### config.mk
export PLATFORM = sky130hd
export DESIGN_NAME = flit_packetizer
export DESIGN_NICKNAME = d
export VERILOG_FILES = /design/src/rtl/flit_pkg.sv /design/src/rtl/flit_pkt_slot.sv /design/src/rtl/flit_packetizer.sv
export SDC_FILE = /design/constraint.sdc
export NUM_CORES = 1
export LEC_CHECK = 0
export ABC_AREA = 1
export CAP_MARGIN = 20
export CORE_ASPECT_RATIO = 1.75
export CORE_UTILIZATION = 58
export CTS_BUF_LIST = sky130_fd_sc_hd__clkbuf_4
export DETAILED_ROUTE_END_ITERATION = 8
export HOLD_SLACK_MARGIN = 0.15
export PLACE_DENSITY_LB_ADDON = 0.05
export RECOVER_POWER = 50
export SETUP_SLACK_MARGIN = 0.2
export SLEW_MARGIN = 20
export SYNTH_ARGS = -nofsm -noshare
export SYNTH_HDL_FRONTEND = slang
export SYNTH_HIERARCHICAL = 1
export SYNTH_SLANG_ARGS = --single-unit
### constraint.sdc
create_clock -name clk -period 2.5 [get_ports clk]
set_input_delay 0.5 -clock clk [delete_from_list [all_inputs] [get_ports clk]]
set_output_delay 0.5 -clock clk [all_outputs]
set_load 0.02 [all_outputs]
### src/rtl/flit_pkg.sv
// Shared flit/packet types, FSM state encoding and packet helpers for the flit packetizer.
// Packet layout: head, body_1..body_4, tail; flit index 0 is head, index 5 is tail.
package flit_pkg;

  localparam int FLIT_WIDTH = 16;
  localparam int PKT_FLITS  = 6;
  localparam int IDX_W      = 3;

  localparam logic [IDX_W-1:0] HEAD_IDX = 3'd0;
  localparam logic [IDX_W-1:0] TAIL_IDX = 3'd5;

  typedef logic [FLIT_WIDTH-1:0] flit_t;

  // body[0] carries body_1, body[3] carries body_4
  typedef struct packed {
    flit_t       head;
    flit_t [3:0] body;
    flit_t       tail;
  } pkt_t;

  typedef enum logic [1:0] {
    FT_IDLE = 2'b00,
    FT_HEAD = 2'b01,
    FT_BODY = 2'b10,
    FT_TAIL = 2'b11
  } flit_type_e;

  typedef enum logic {
    ST_IDLE = 1'b0,
    ST_SEND = 1'b1
  } state_e;

  function automatic flit_t pkt_checksum(input pkt_t p);
    return p.head ^ p.body[0] ^ p.body[1] ^ p.body[2] ^ p.body[3];
  endfunction

  function automatic flit_t pkt_flit(input pkt_t p, input logic [IDX_W-1:0] idx);
    flit_t f;
    case (idx)
      3'd0:    f = p.head;
      3'd1:    f = p.body[0];
      3'd2:    f = p.body[1];
      3'd3:    f = p.body[2];
      3'd4:    f = p.body[3];
      3'd5:    f = p.tail;
      default: f = '0;
    endcase
    return f;
  endfunction

  function automatic flit_type_e idx_type(input logic [IDX_W-1:0] idx);
    flit_type_e t;
    case (idx)
      3'd0:                   t = FT_HEAD;
      3'd1, 3'd2, 3'd3, 3'd4: t = FT_BODY;
      3'd5:                   t = FT_TAIL;
      default:                t = FT_IDLE;
    endcase
    return t;
  endfunction

endpackage

### src/rtl/flit_pkt_slot.sv
// Six-flit packet register bank with load enable; one-cycle load, no flow control of its own.
// With FLIT_PACKETIZER_CHECKSUM_EN the stored tail is the XOR of head and the four body flits.
module flit_pkt_slot
  import flit_pkg::*;
(
  input  logic clk,
  input  logic rst_n,
  input  logic load,
  input  pkt_t pkt_d,
  output pkt_t pkt_q
);

  pkt_t pkt_store;

  always_comb begin
    pkt_store = pkt_d;
`ifdef FLIT_PACKETIZER_CHECKSUM_EN
    pkt_store.tail = pkt_checksum(pkt_d);
`endif
  end

  always_ff @(posedge clk or negedge rst_n) begin
    if (!rst_n) begin
      pkt_q <= '0;
    end else if (load) begin
      pkt_q <= pkt_store;
    end
  end

endmodule

### src/rtl/flit_packetizer.sv
// Serialises a parallel six-flit packet into flits; head valid the cycle after accept.
// Flit output holds under i_flit_ready low; o_ready drops only while the pending slot is full.
// Optional FLIT_PACKETIZER_CHECKSUM_EN replaces the tail with an XOR checksum.
module flit_packetizer
  import flit_pkg::*;
(
  input  logic                  clk,
  input  logic                  rst_n,
  input  logic                  i_valid,
  output logic                  o_ready,
  input  logic [FLIT_WIDTH-1:0] i_head_flit,
  input  logic [FLIT_WIDTH-1:0] i_body_flit_1,
  input  logic [FLIT_WIDTH-1:0] i_body_flit_2,
  input  logic [FLIT_WIDTH-1:0] i_body_flit_3,
  input  logic [FLIT_WIDTH-1:0] i_body_flit_4,
  input  logic [FLIT_WIDTH-1:0] i_tail_flit,
  output logic [FLIT_WIDTH-1:0] o_flit,
  output logic                  o_flit_valid,
  input  logic                  i_flit_ready,
  output logic [1:0]            o_flit_type,
  output logic                  o_busy
);

  state_e           state, state_n;
  logic [IDX_W-1:0] idx, idx_n;
  logic             pend_valid;

  logic accept, xfer, tail_done;
  logic act_load, act_from_pend, pend_load, pend_clr;

  pkt_t in_pkt, act_d, act_q, pend_q;

  assign in_pkt.head    = i_head_flit;
  assign in_pkt.body[0] = i_body_flit_1;
  assign in_pkt.body[1] = i_body_flit_2;
  assign in_pkt.body[2] = i_body_flit_3;
  assign in_pkt.body[3] = i_body_flit_4;
  assign in_pkt.tail    = i_tail_flit;

  // o_ready comes straight from a flop so upstream sees no path from i_valid
  assign o_ready   = !pend_valid;
  assign accept    = i_valid && o_ready;
  assign xfer      = o_flit_valid && i_flit_ready;
  assign tail_done = xfer && (idx == TAIL_IDX);

  always_comb begin
    state_n       = state;
    idx_n         = idx;
    act_load      = 1'b0;
    act_from_pend = 1'b0;
    pend_load     = 1'b0;
    pend_clr      = 1'b0;
    case (state)
      ST_IDLE: begin
        if (accept) begin
          act_load = 1'b1;
          idx_n    = HEAD_IDX;
          state_n  = ST_SEND;
        end
      end
      ST_SEND: begin
        if (tail_done) begin
          idx_n = HEAD_IDX;
          if (pend_valid) begin
            act_load      = 1'b1;
            act_from_pend = 1'b1;
            pend_clr      = 1'b1;
          end else if (accept) begin
            act_load = 1'b1;
          end else begin
            state_n = ST_IDLE;
          end
        end else begin
          if (xfer) begin
            idx_n = idx + 3'd1;
          end
          pend_load = accept;
        end
      end
      default: begin
        state_n = ST_IDLE;
        idx_n   = HEAD_IDX;
      end
    endcase
  end

  always_ff @(posedge clk or negedge rst_n) begin
    if (!rst_n) begin
      state      <= ST_IDLE;
      idx        <= HEAD_IDX;
      pend_valid <= 1'b0;
    end else begin
      state <= state_n;
      idx   <= idx_n;
      if (pend_load) begin
        pend_valid <= 1'b1;
      end else if (pend_clr) begin
        pend_valid <= 1'b0;
      end
    end
  end

  // Pending already holds its final tail, so re-deriving the checksum on copy is harmless
  assign act_d = act_from_pend ? pend_q : in_pkt;

  flit_pkt_slot u_active (
    .clk   (clk),
    .rst_n (rst_n),
    .load  (act_load),
    .pkt_d (act_d),
    .pkt_q (act_q)
  );

  flit_pkt_slot u_pending (
    .clk   (clk),
    .rst_n (rst_n),
    .load  (pend_load),
    .pkt_d (in_pkt),
    .pkt_q (pend_q)
  );

  always_comb begin
    o_flit_valid = (state == ST_SEND);
    o_busy       = (state == ST_SEND) || pend_valid;
    o_flit       = '0;
    o_flit_type  = FT_IDLE;
    if (state == ST_SEND) begin
      o_flit      = pkt_flit(act_q, idx);
      o_flit_type = idx_type(idx);
    end
  end

endmodule
==> key figures, run 1 <==
Place
  • DP Cell Count: 1,686
  • DP HPWL: 18.57 mm
  • Final GP Congestion: 0.9063
  • # port buffers: 120
  • Pre-CTS setup slack: -0.05766 ns

Worst setup path
  • Critical setup path kind: reg2out
  • CP Launch Type: flop
  • Origin of the critical flop-to-flop path: idx[0]
  • Crit path max fanout: 6
  • Crit. End Element: primary output
  • Critical Path RT: 2.00 ns
  • Crit path DAT: 2.13 ns
  • Crit path from: idx[1]

Power
  • Tot Pwr: 12.80 mW
  • IR drop worst, VDD: 0.5468 mV
  • Pwr dens: 1056 nW/um^2
  • Pleak: 6.553 nW

Global route
  • Largest net degree at the start of global routing: 69
  • GRT Total Usage: 0.3257
  • Congestion Overflow GR: 0
  • Number of global-route vias before repair: 8,971
  • Global-route wire length before repair: 44.28 mm
  • Initial antenna violation count: 1

CTS
  • Root Buffer: clkbuf_4
  • Worst-Skew Late Latency: 0.59 ns
  • Clock sinks: 197
  • Clock transition at path regs: 0.17 ns
  • CTS Buffer Depth: 2
  • TritonCTS clock tree: built
  • H-tree levels: 4
  • Cts bufs inserted: 17

Timing
  • RSZ-0062 raised after global routing: true
  • Max Clock Freq: 379.9 MHz
  • Count of final setup violators: 17
  • Hold_ws: 0.4578 ns
  • PnR worst setup slack: -0.1320 ns
  • Final Max Slew Viols: 64
  • Final setup TNS: -1.885 ns
  • Fin. Hold Viols: 0
  • Max_slew headroom: -0.1300
  • Crit share post-route: 1.053
  • Worst-margin pin slew: 1.695 ns
  • Worst Skew: 0.03265 ns
  • Fin crit period: 2.632 ns

Final layout
  • Storage element area: 4932 sq um
  • Fillcell total: 1,469
  • Area occupied by multi-input gates: 4597 sq um
  • Layout area overhead: 21.81%
  • Share of cells above drive strength 1: 0.1068
  • Cell Count, Final, Fillers Out: 1,735
  • Nets: 1,600

Worst hold path
  • Hold Path Origin: i_body_flit_4[11]
  • Worst hold path type: in2reg

Drt
  • Pre-antenna DRT Iters: 6
  • Vias per cell: 5.375
  • Initial DRC Count: 761
  • DRT Wirelength: 27.64 mm
  • Drc violations: 0
  • Antenna-violating nets left: 0
  • DR WL/cell: 15.93 microns
  • Via Count: 9,326

Synth
  • YS warnings: 6
  • Net count after synthesis: 1,502
  • Register area share after synthesis: 0.4953
  • Synth Register Bits: 197
  • Netlist area before placement: 9953 sq um
  • Ranking of synthesized cells by area: dfrtp_1 (50%), nand2_1 (32%), nand3_1 (9.0%)
  • Top-area cell type share of the netlist area: 0.4953
  • Cell variety after synth: 19
  • Mapped Cells: 1,396
  • Largest area contributor in the netlist: dfrtp_1
  • Mapped Avg Cell Area: 7.130 sq um

Floorplanning
  • Placeable Area: 16,870 sq um
  • Die height: 175.3 microns
  • Top Ports: 121
  • Row count: 63
  • Starting density of the core: 0.5900
  • Chip width: 101.0 microns
  • Die area: 17,710 sq um

Outcome
  • Status: finished, violations left
  • Failing checks: capacitance limit, slew limit, setup timing

Run
  • Max cap viols: 1
through the flow:
step	util	cell area, sq um
floorplan	-	9988
global placement	0.6777	11430
detailed placement	0.6777	11430
CTS	0.7086	11950
global route	0.7187	12120
finish	0.7187	12120
layout make-up:
class                      instances  area share
antenna                            1   0.0002064
clock inverter                    14     0.01373
timing repair buffer             174      0.1556
clock buffer                      18     0.01115
sequential                       197      0.4068
multi-input combinational       1075      0.3792
inverter                          29    0.009907
tap                              227     0.02343
worst paths after layout:
kind                                        to  slack (ns)  cells past startpoint
max                                  o_flit[6]       -0.13                      8
min                        u_pending/pkt_q[75]        0.46                      3
max reg2reg                u_pending/pkt_q[51]        0.22                     13
min reg2reg                u_pending/pkt_q[86]        0.49                      2
max in group asynchronous   u_active/pkt_q[89]        0.30                      3
min in group asynchronous  u_pending/pkt_q[49]        0.89                      2
metal layers:
layer,vias up,global-route usage,routed length [microns]
met3,72,0.04895,1661
met2,369,0.5477,13940
met5,-,0,0
li1,4514,-,-
met1,4371,0.4138,10970
met4,0,0.1455,1069
sequential cells by signal, summed over array words and instances (netlist names):
name             flops
idx                  3
o_flit_valid         1
pend_valid           1
u_active/pkt_q      96
u_pending/pkt_q     96
where the power goes:
group	total [mW]	internal, mW	switching (mW)
Sequential	5.70	4.68	1.02
Clock	1.80	0.636	1.17
Combinational	5.30	2.15	3.15
Total	12.8	7.47	5.34
placed cells by master (no fill, tap or decap), types with 4 or more instances in the layout:
cell type and count:
nand2_1 836, dfrtp_1 195, nand3_1 178, clkdlybuf4s50_1 98, buf_4 31, inv_1 24
buf_12 19, clkbuf_4 18, buf_6 16, a21oi_2 14, nor2_2 11, nand2_2 7
nor2_1 6, nor2_4 5, inv_8 5, a21oi_4 4, clkinvlp_4 4
critical path: stages (launching register included):
cell and delay [ns]:
dfrtp_1 0.45, ha_2 0.22, ha_2 0.19, nor2_4 0.09, nand3_2 0.10, nand2_4 0.16
buf_16 0.15, a21oi_2 0.04, buf_4 0.15
cell usage after synthesis, drive strengths merged:
library cell / instances
dfrtp: 197
ha: 6
o21ai: 2
o22ai: 2
buf: 68
clkinv: 1
nand3: 179
nor2: 22
o211ai: 1
nand2: 844
nand4: 1
clkbuf: 27
inv: 28
a21oi: 18
cell families (layout without fill, tap and decap cells):
group                      Yosys count  in the layout  share of synthesized area
and+or+nand+nor                   1046           1046                     0.4185
DFF                                197            197                     0.4953
buffers and inverters              124            235                    0.06663
AOI/OAI and AO/OA                   23             23                    0.01207
adders and majority gates            6              6                   0.007542
other                                0              1                          0
what timing repair did:
item                                   4_1_cts  5_1_grt
pin swaps                                   11        7
gates resized for setup                    139       32
setup buffers                                7        6
cloned                                       1        1
hold buffers                                 1        0
endpoints found under the hold margin       59        0
setup endpoints to repair                  201      203
(Power assumes the default switching activity.)
==> run 2, diff against run 1 <==
--- a/config.mk
+++ b/config.mk
@@ -20,3 +20,4 @@
 export SYNTH_HDL_FRONTEND = slang
 export SYNTH_HIERARCHICAL = 1
 export SYNTH_SLANG_ARGS = --single-unit
+export TNS_END_PERCENT = 10
==> constraint.sdc (replaced) <==
create_clock -name clk -period 2.5 [get_ports clk]
set_input_delay 0.5 -clock clk [delete_from_list [all_inputs] [get_ports clk]]
set_output_delay 0.5 -clock clk [all_outputs]
set_load 0.1 [all_outputs]
==> run 2 against run 1 <==
The flow still finishes with violations (capacitance limit, slew limit, setup timing). Clock skew fell by 0.010 ns. Register-to-register slack got worse by 0.32 ns. Clock power rose by 8%. Routed wire length rose by 0.26%. Flip-flop and latch count did not move. Core utilization rose by 2.7 points. Critical path depth did not move. Fmax fell by 5.9%. Largest power group is now combinational logic. Highest routed layer unchanged.
==> key figures, run 2 (synthesized netlist as in run 1, its figures left out) <==
Outcome
  • Status: finished, violations left (unchanged)
  • Failing checks: capacitance limit, slew limit, setup timing (unchanged)

Worst setup path
  • Slowest Stage Delay on Critical Path: 0.47 ns (was 0.45 ns)
  • Crit path max fanout: 25 (was 6)
  • Most frequent CP cell: buf_12 (was ha_2)
  • Critical Path RT: 2.00 ns (about the same)
  • Worst path slowest cell: dfrtp_1 (unchanged)
  • Crit path DAT: 2.30 ns (was 2.13 ns)
  • R2R Setup Slk: -0.10 ns (was 0.22 ns)
  • Critical setup path kind: reg2out (unchanged)
  • CP top delay family: buffers and inverters (was flip-flops)
  • Crit. End Element: primary output (unchanged)
  • Cell Chain, Critical Path: inv_2 -> ha_4 -> buf_12 -> nand3_1 -> nand2_1 -> nor2_1 -> a21oi_4 -> buf_12 (was ha_2 -> ha_2 -> nor2_4 -> nand3_2 -> nand2_4 -> buf_16 -> a21oi_2 -> buf_4)
  • CP Launch Type: flop (unchanged)
  • WP buf/inv: 3 (was 2)

Timing
  • Final Max Slew Viols: 69 (was 64)
  • Worst-margin pin slew: 1.768 ns (was 1.695 ns)
  • PnR worst setup slack: -0.2960 ns (was -0.1320 ns)
  • Worst Skew: 0.02264 ns (was 0.03265 ns)
  • Max Clock Freq: 357.7 MHz (was 379.9 MHz)
  • Fin crit period: 2.796 ns (was 2.632 ns)
  • Max_slew headroom: -0.1785 (was -0.1300)
  • Count of final setup violators: 57 (was 17)
  • Fin. Hold Viols: 0 (unchanged)
  • RSZ-0062 raised after global routing: true (unchanged)
  • Crit share post-route: 1.118 (was 1.053)
  • Final setup TNS: -6.858 ns (was -1.885 ns)

Global route
  • Largest net degree at the start of global routing: 97 (was 69)
  • Number of global-route vias before repair: 8,860 (was 8,971)
  • Congestion Overflow GR: 0 (unchanged)
  • Initial antenna violation count: 1 (unchanged)
  • GRT Total Usage: 0.3260 (was 0.3257)
  • Global-route wire length before repair: 44.37 mm (was 44.28 mm)

Floorplanning
  • Chip width: 101.0 microns (unchanged)
  • Starting density of the core: 0.5900 (unchanged)
  • Die area: 17,710 sq um (unchanged)
  • Die height: 175.3 microns (unchanged)
  • Row count: 63 (unchanged)
  • Placeable Area: 16,870 sq um (unchanged)
  • Top Ports: 121 (unchanged)

CTS
  • Clock sinks: 197 (unchanged)
  • Root Buffer: clkbuf_4 (unchanged)
  • H-tree levels: 4 (unchanged)
  • TritonCTS clock tree: built (unchanged)
  • Clock transition at path regs: 0.14 ns (was 0.17 ns)
  • CTS Buffer Depth: 2 (unchanged)
  • Cts bufs inserted: 17 (unchanged)
  • Worst-Skew Late Latency: 0.61 ns (was 0.59 ns)

Final layout
  • Nets: 1,583 (was 1,600)
  • Largest regs: u_active/pkt_q x96, u_pending/pkt_q x96, idx x3 (unchanged)
  • Layout area overhead: 26.45% (was 21.81%)
  • Cell Count, Final, Fillers Out: 1,715 (was 1,735)
  • Share of cells above drive strength 1: 0.1305 (was 0.1068)
  • Most frequent cells in the layout: nand2_1 (781), dfrtp_1 (194), nand3_1 (178) (was nand2_1 (836), dfrtp_1 (195), nand3_1 (178))
  • Commonest non-fill, non-tap cell in the layout: nand2_1 (unchanged)

Place
  • Final GP Congestion: 0.8697 (was 0.9063)
  • Pre-CTS setup slack: 0.08013 ns (was -0.05766 ns)
  • DP Cell Count: 1,675 (was 1,686)
  • DP HPWL: 17.71 mm (was 18.57 mm)
  • # port buffers: 120 (unchanged)

Power
  • Pleak: 6.567 nW (was 6.553 nW)
  • IR drop worst, VDD: 0.9817 mV (was 0.5468 mV)
  • Pwr dens: 1210 nW/um^2 (was 1056 nW/um^2)
  • Tot Pwr: 15.23 mW (was 12.80 mW)

Drt
  • Initial DRC Count: 647 (was 761)
  • Drc violations: 0 (unchanged)
  • Via Count: 9,318 (was 9,326)
  • Pre-antenna DRT Iters: 6 (unchanged)
  • DRT Wirelength: 27.72 mm (was 27.64 mm)
  • DR WL/cell: 16.16 microns (was 15.93 microns)
  • Antenna-violating nets left: 0 (unchanged)
  • Vias per cell: 5.433 (was 5.375)

Worst hold path
  • Worst hold path type: in2reg (unchanged)

Run
  • Max cap viols: 1 (unchanged)
==> run 2: cell types whose count changed in the layout (fill, tap and decap cells not counted), moves of 13 or more <==
cell     before  now
buf_12       19   34
a21oi_2      14    0
nand2_2       7   36
nand2_1     836  781
nand2_4       1   25
buf_4        31   12
a21oi_4       4   17
==> run 2: report_power, final <==
| group | internal, mW | switching, mW | leakage (nW) |
|---|---|---|---|
| combinational | 2.77 | 4.89 | 3.93 |
| clock | 0.882 | 1.05 | 0.173 |
| sequential | 4.68 | 0.954 | 2.46 |
==> run 2: area by class of cell <==
class	instances	area [sq um]
Clock inverter	11	185.2
Multi-Input combinational cell	1075	4974
Antenna cell	1	2.502
Tap cell	227	284.0
Inverter	29	138.9
Sequential cell	197	4933
Fill cell	1358	4283
Timing Repair Buffer	157	1933
Clock buffer	18	135.1
==> run 2: per-layer routing <==
metal | vias to the layer above | track usage | wire length, microns
met5 | - | 0 | 0
met1 | 4369 | 0.4283 | 11040
li1 | 4481 | - | -
met2 | 377 | 0.5297 | 13710
met3 | 91 | 0.04099 | 1511
met4 | 0 | 0.1630 | 1447
==> run 2: stage by stage <==
| stage | cell area, sq um | hold WS [ns] | utilization |
|---|---|---|---|
| 2_1_floorplan | 10260 | 0.2044 | - |
| 3_3_place_gp | 11700 | 0.4531 | 0.6937 |
| 3_5_place_dp | 11700 | 0.4585 | 0.6937 |
| 4_1_cts | 12210 | 0.4121 | 0.7236 |
| 5_1_grt | 12590 | 0.4401 | 0.7461 |
| 6_report | 12590 | 0.4573 | 0.7461 |
==> run 2: worst paths after layout <==
check                                    startpoint                   to  cells past startpoint
worst max-delay path                         idx[1]           o_flit[12]                      8
worst min-delay path               i_body_flit_3[8]  u_pending/pkt_q[56]                      3
worst max register to register               idx[1]   u_active/pkt_q[17]                     12
worst min register to register  u_pending/pkt_q[19]  u_pending/pkt_q[19]                      2
max in group asynchronous                     rst_n   u_active/pkt_q[19]                      3
min in group asynchronous                     rst_n  u_pending/pkt_q[95]                      2
==> run 2: what timing repair did <==
item | CTS | global route
endpoints found under the hold margin | 64 | 0
setup endpoints to repair | 20 | 101
buffers inserted | 4 | 2
pin swaps | 5 | 36
gates cloned | 2 | 1
gates resized for setup | 26 | 109
hold buffers | 1 | 0
==> run 2: worst min-delay path: cells and delay by family <==
kind | cells | cell delay [ns]
simple gates | 2 | 0.12
buf+inv | 1 | 0.41
==> run 3, diff against run 2 <==
--- a/config.mk
+++ b/config.mk
@@ -8,6 +8,7 @@
 export ABC_AREA = 1
 export CAP_MARGIN = 20
 export CORE_ASPECT_RATIO = 1.75
+export CORE_MARGIN = 5
 export CORE_UTILIZATION = 58
 export CTS_BUF_LIST = sky130_fd_sc_hd__clkbuf_4
 export DETAILED_ROUTE_END_ITERATION = 8
==> run 3 against run 2 <==
The run still ends with capacitance limit, slew limit, setup timing left. Via count rose by 3.4%. Sequential power barely moved. Flip-flop and latch count did not move. Worst setup slack got worse by 0.0017 ns. Cell area fell by 1.1%. Register-to-register slack improved by 0.37 ns. Worst hold slack got worse by 0.019 ns. Die area rose by 13%. Clock power fell by 9.8%. Largest power group unchanged.
==> key figures, run 3 (synthesized netlist as in run 1, its figures left out) <==
Final layout
  • Layout area overhead: 25.02% (was 26.45%)
  • Core Util, Final: 0.7342 (was 0.7461)
  • Largest regs: u_active/pkt_q x96, u_pending/pkt_q x96, idx x3 (unchanged)
  • Share of cells above drive strength 1: 0.1185 (was 0.1305)
  • Commonest non-fill, non-tap cell in the layout: nand2_1 (unchanged)
  • Most frequent cells in the layout: nand2_1 (827), dfrtp_1 (193), nand3_1 (173) (was nand2_1 (781), dfrtp_1 (194), nand3_1 (178))
  • Fin area: 12,440 sq um (was 12,590 sq um)
  • Nets: 1,587 (was 1,583)
  • Cell Count, Final, Fillers Out: 1,722 (was 1,715)

Worst setup path
  • Critical Path RT: 2.00 ns (about the same)
  • R2R cell count: 11 (was 12)
  • Critical setup path kind: reg2out (unchanged)
  • RR Endpoint: u_active/pkt_q[94] (was u_active/pkt_q[17])
  • Worst setup path end: o_flit[11] (was o_flit[12])
  • Crit path max fanout: 8 (was 25)
  • CP Launch Type: flop (unchanged)
  • Crit. End Element: primary output (unchanged)
  • Crit path DAT: 2.30 ns (about the same)
  • R2R Setup Slk: 0.27 ns (was -0.10 ns)
  • Origin of the critical flop-to-flop path: idx[1] (unchanged)
  • Crit path from: idx[0] (was idx[1])

Timing
  • Count of final setup violators: 18 (was 57)
  • RSZ-0062 raised after global routing: true (unchanged)
  • Fin crit period: 2.798 ns (was 2.796 ns)
  • Final Max Slew Viols: 12 (was 69)
  • Fin. Hold Viols: 0 (unchanged)
  • Max Clock Freq: 357.4 MHz (was 357.7 MHz)
  • Worst Skew: 0.01547 ns (was 0.02264 ns)
  • Worst-margin pin slew: 1.500 ns (was 1.768 ns)
  • Hold_ws: 0.4385 ns (was 0.4573 ns)
  • PnR worst setup slack: -0.2977 ns (was -0.2960 ns)
  • Max_slew headroom: -0.0001619 (was -0.1785)
  • Crit share post-route: 1.119 (was 1.118)

Global route
  • Congestion Overflow GR: 0 (unchanged)
  • Initial antenna violation count: 1 (unchanged)
  • Largest net degree at the start of global routing: 97 (unchanged)
  • Global-route wire length before repair: 46.01 mm (was 44.37 mm)
  • Number of global-route vias before repair: 9,223 (was 8,860)
  • GRT Total Usage: 0.2932 (was 0.3260)

Floorplanning
  • Row count: 63 (unchanged)
  • Chip width: 109.0 microns (was 101.0 microns)
  • Die height: 183.3 microns (was 175.3 microns)
  • Die area: 19,980 sq um (was 17,710 sq um)
  • Placeable Area: 16,950 sq um (was 16,870 sq um)
  • Top Ports: 121 (unchanged)
  • Starting density of the core: 0.5873 (was 0.5900)

CTS
  • Root Buffer: clkbuf_4 (unchanged)
  • Clock transition at path regs: 0.15 ns (was 0.14 ns)
  • Cts bufs inserted: 17 (unchanged)
  • TritonCTS clock tree: built (unchanged)
  • Worst-Skew Late Latency: 0.61 ns (about the same)
  • H-tree levels: 4 (unchanged)
  • CTS Buffer Depth: 2 (unchanged)
  • Clock sinks: 197 (unchanged)

Place
  • Pre-CTS setup slack: -0.1444 ns (was 0.08013 ns)
  • Final GP Congestion: 0.8497 (was 0.8697)
  • DP HPWL: 17.44 mm (was 17.71 mm)
  • DP Cell Count: 1,665 (was 1,675)
  • Area after DPL: 11,590 sq um (was 11,700 sq um)
  • # port buffers: 120 (unchanged)

Run
  • Max cap viols: 1 (unchanged)

Power
  • Pleak: 6.555 nW (was 6.567 nW)
  • IR drop worst, VDD: 1.286 mV (was 0.9817 mV)
  • Pwr dens: 1224 nW/um^2 (was 1210 nW/um^2)

Drt
  • Antenna-violating nets left: 0 (unchanged)
  • DR WL/cell: 17.92 microns (was 16.16 microns)
  • Pre-antenna DRT Iters: 5 (was 6)
  • Drc violations: 0 (unchanged)
  • Initial DRC Count: 1,012 (was 647)
  • Via Count: 9,633 (was 9,318)
  • DRT Wirelength: 30.86 mm (was 27.72 mm)
  • Vias per cell: 5.594 (was 5.433)

Worst hold path
  • Worst hold path type: in2reg (unchanged)

Outcome
  • Status: finished, violations left (unchanged)
  • Failing checks: capacitance limit, slew limit, setup timing (unchanged)
==> run 3: worst min path at each step <==
stage / from / end / slack (ns) / depth (start not counted)
2_1_floorplan: rst_n / idx[0] / 0.20 / 0
3_3_place_gp: u_active/pkt_q[56] / u_active/pkt_q[56] / 0.45 / 2
3_5_place_dp: u_pending/pkt_q[32] / u_pending/pkt_q[32] / 0.46 / 2
4_1_cts: rst_n / u_pending/pkt_q[93] / 0.40 / 2
5_1_grt: i_body_flit_4[5] / u_pending/pkt_q[69] / 0.41 / 3
6_report: i_tail_flit[15] / u_pending/pkt_q[15] / 0.44 / 3
==> run 3: layout make-up <==
cell class,instances,area [sq um]
antenna,1,2.502
timing repair buffer,159,1977
fill,1337,4504
timing repair inverter,1,8.758
tap,227,284.0
multi-input combinational,1076,4806
sequential,197,4935
inverter,29,145.1
clock buffer,17,127.6
clock inverter,15,157.7
==> run 3: where the power goes <==
part / switching, mW / internal, mW / total, mW
Clock: 1.15 / 0.598 / 1.75
Sequential: 0.924 / 4.68 / 5.61
Combinational: 5.08 / 2.80 / 7.87
Total: 7.15 / 8.08 / 15.2
==> run 3: repair_timing <==
action | 4_1_cts | 5_1_grt
hold buffers | 1 | 0
endpoints found under the setup margin | 118 | 211
hold endpoints to repair | 54 | 0
gates resized for setup | 55 | 28
cloned | 4 | 6
pin swaps | 8 | 13
buffers inserted | 8 | 5
==> run 3: layer usage <==
metal  wire length, microns  share of wire  global-route usage  vias up
met2                  15500           0.50              0.4943      492
met1                  11650           0.38              0.3739     4565
met4                   1286          0.042              0.1269        0
met3                   2420          0.078             0.04086       91
met5                      0              0                   0        -
li1                       -              -                   -     4485
==> run 3: stage by stage <==
stage | power, mW | TNS [ns]
4_1_cts | 14.81 | -3.779
2_1_floorplan | 10.35 | 0
3_3_place_gp | 12.40 | -1.722
3_5_place_dp | 12.58 | -9.743
6_report | 15.23 | -4.772
5_1_grt | 16.06 | -11.22
==> run 3: worst max-delay path, stage by stage, from the launching register on <==
cell and delay, ns:
dfrtp_2 0.50, inv_4 0.12, ha_4 0.23, clkbuf_16 0.19, nand3_2 0.09, nand2_1 0.10
inv_2 0.08, a21oi_4 0.17, buf_12 0.19
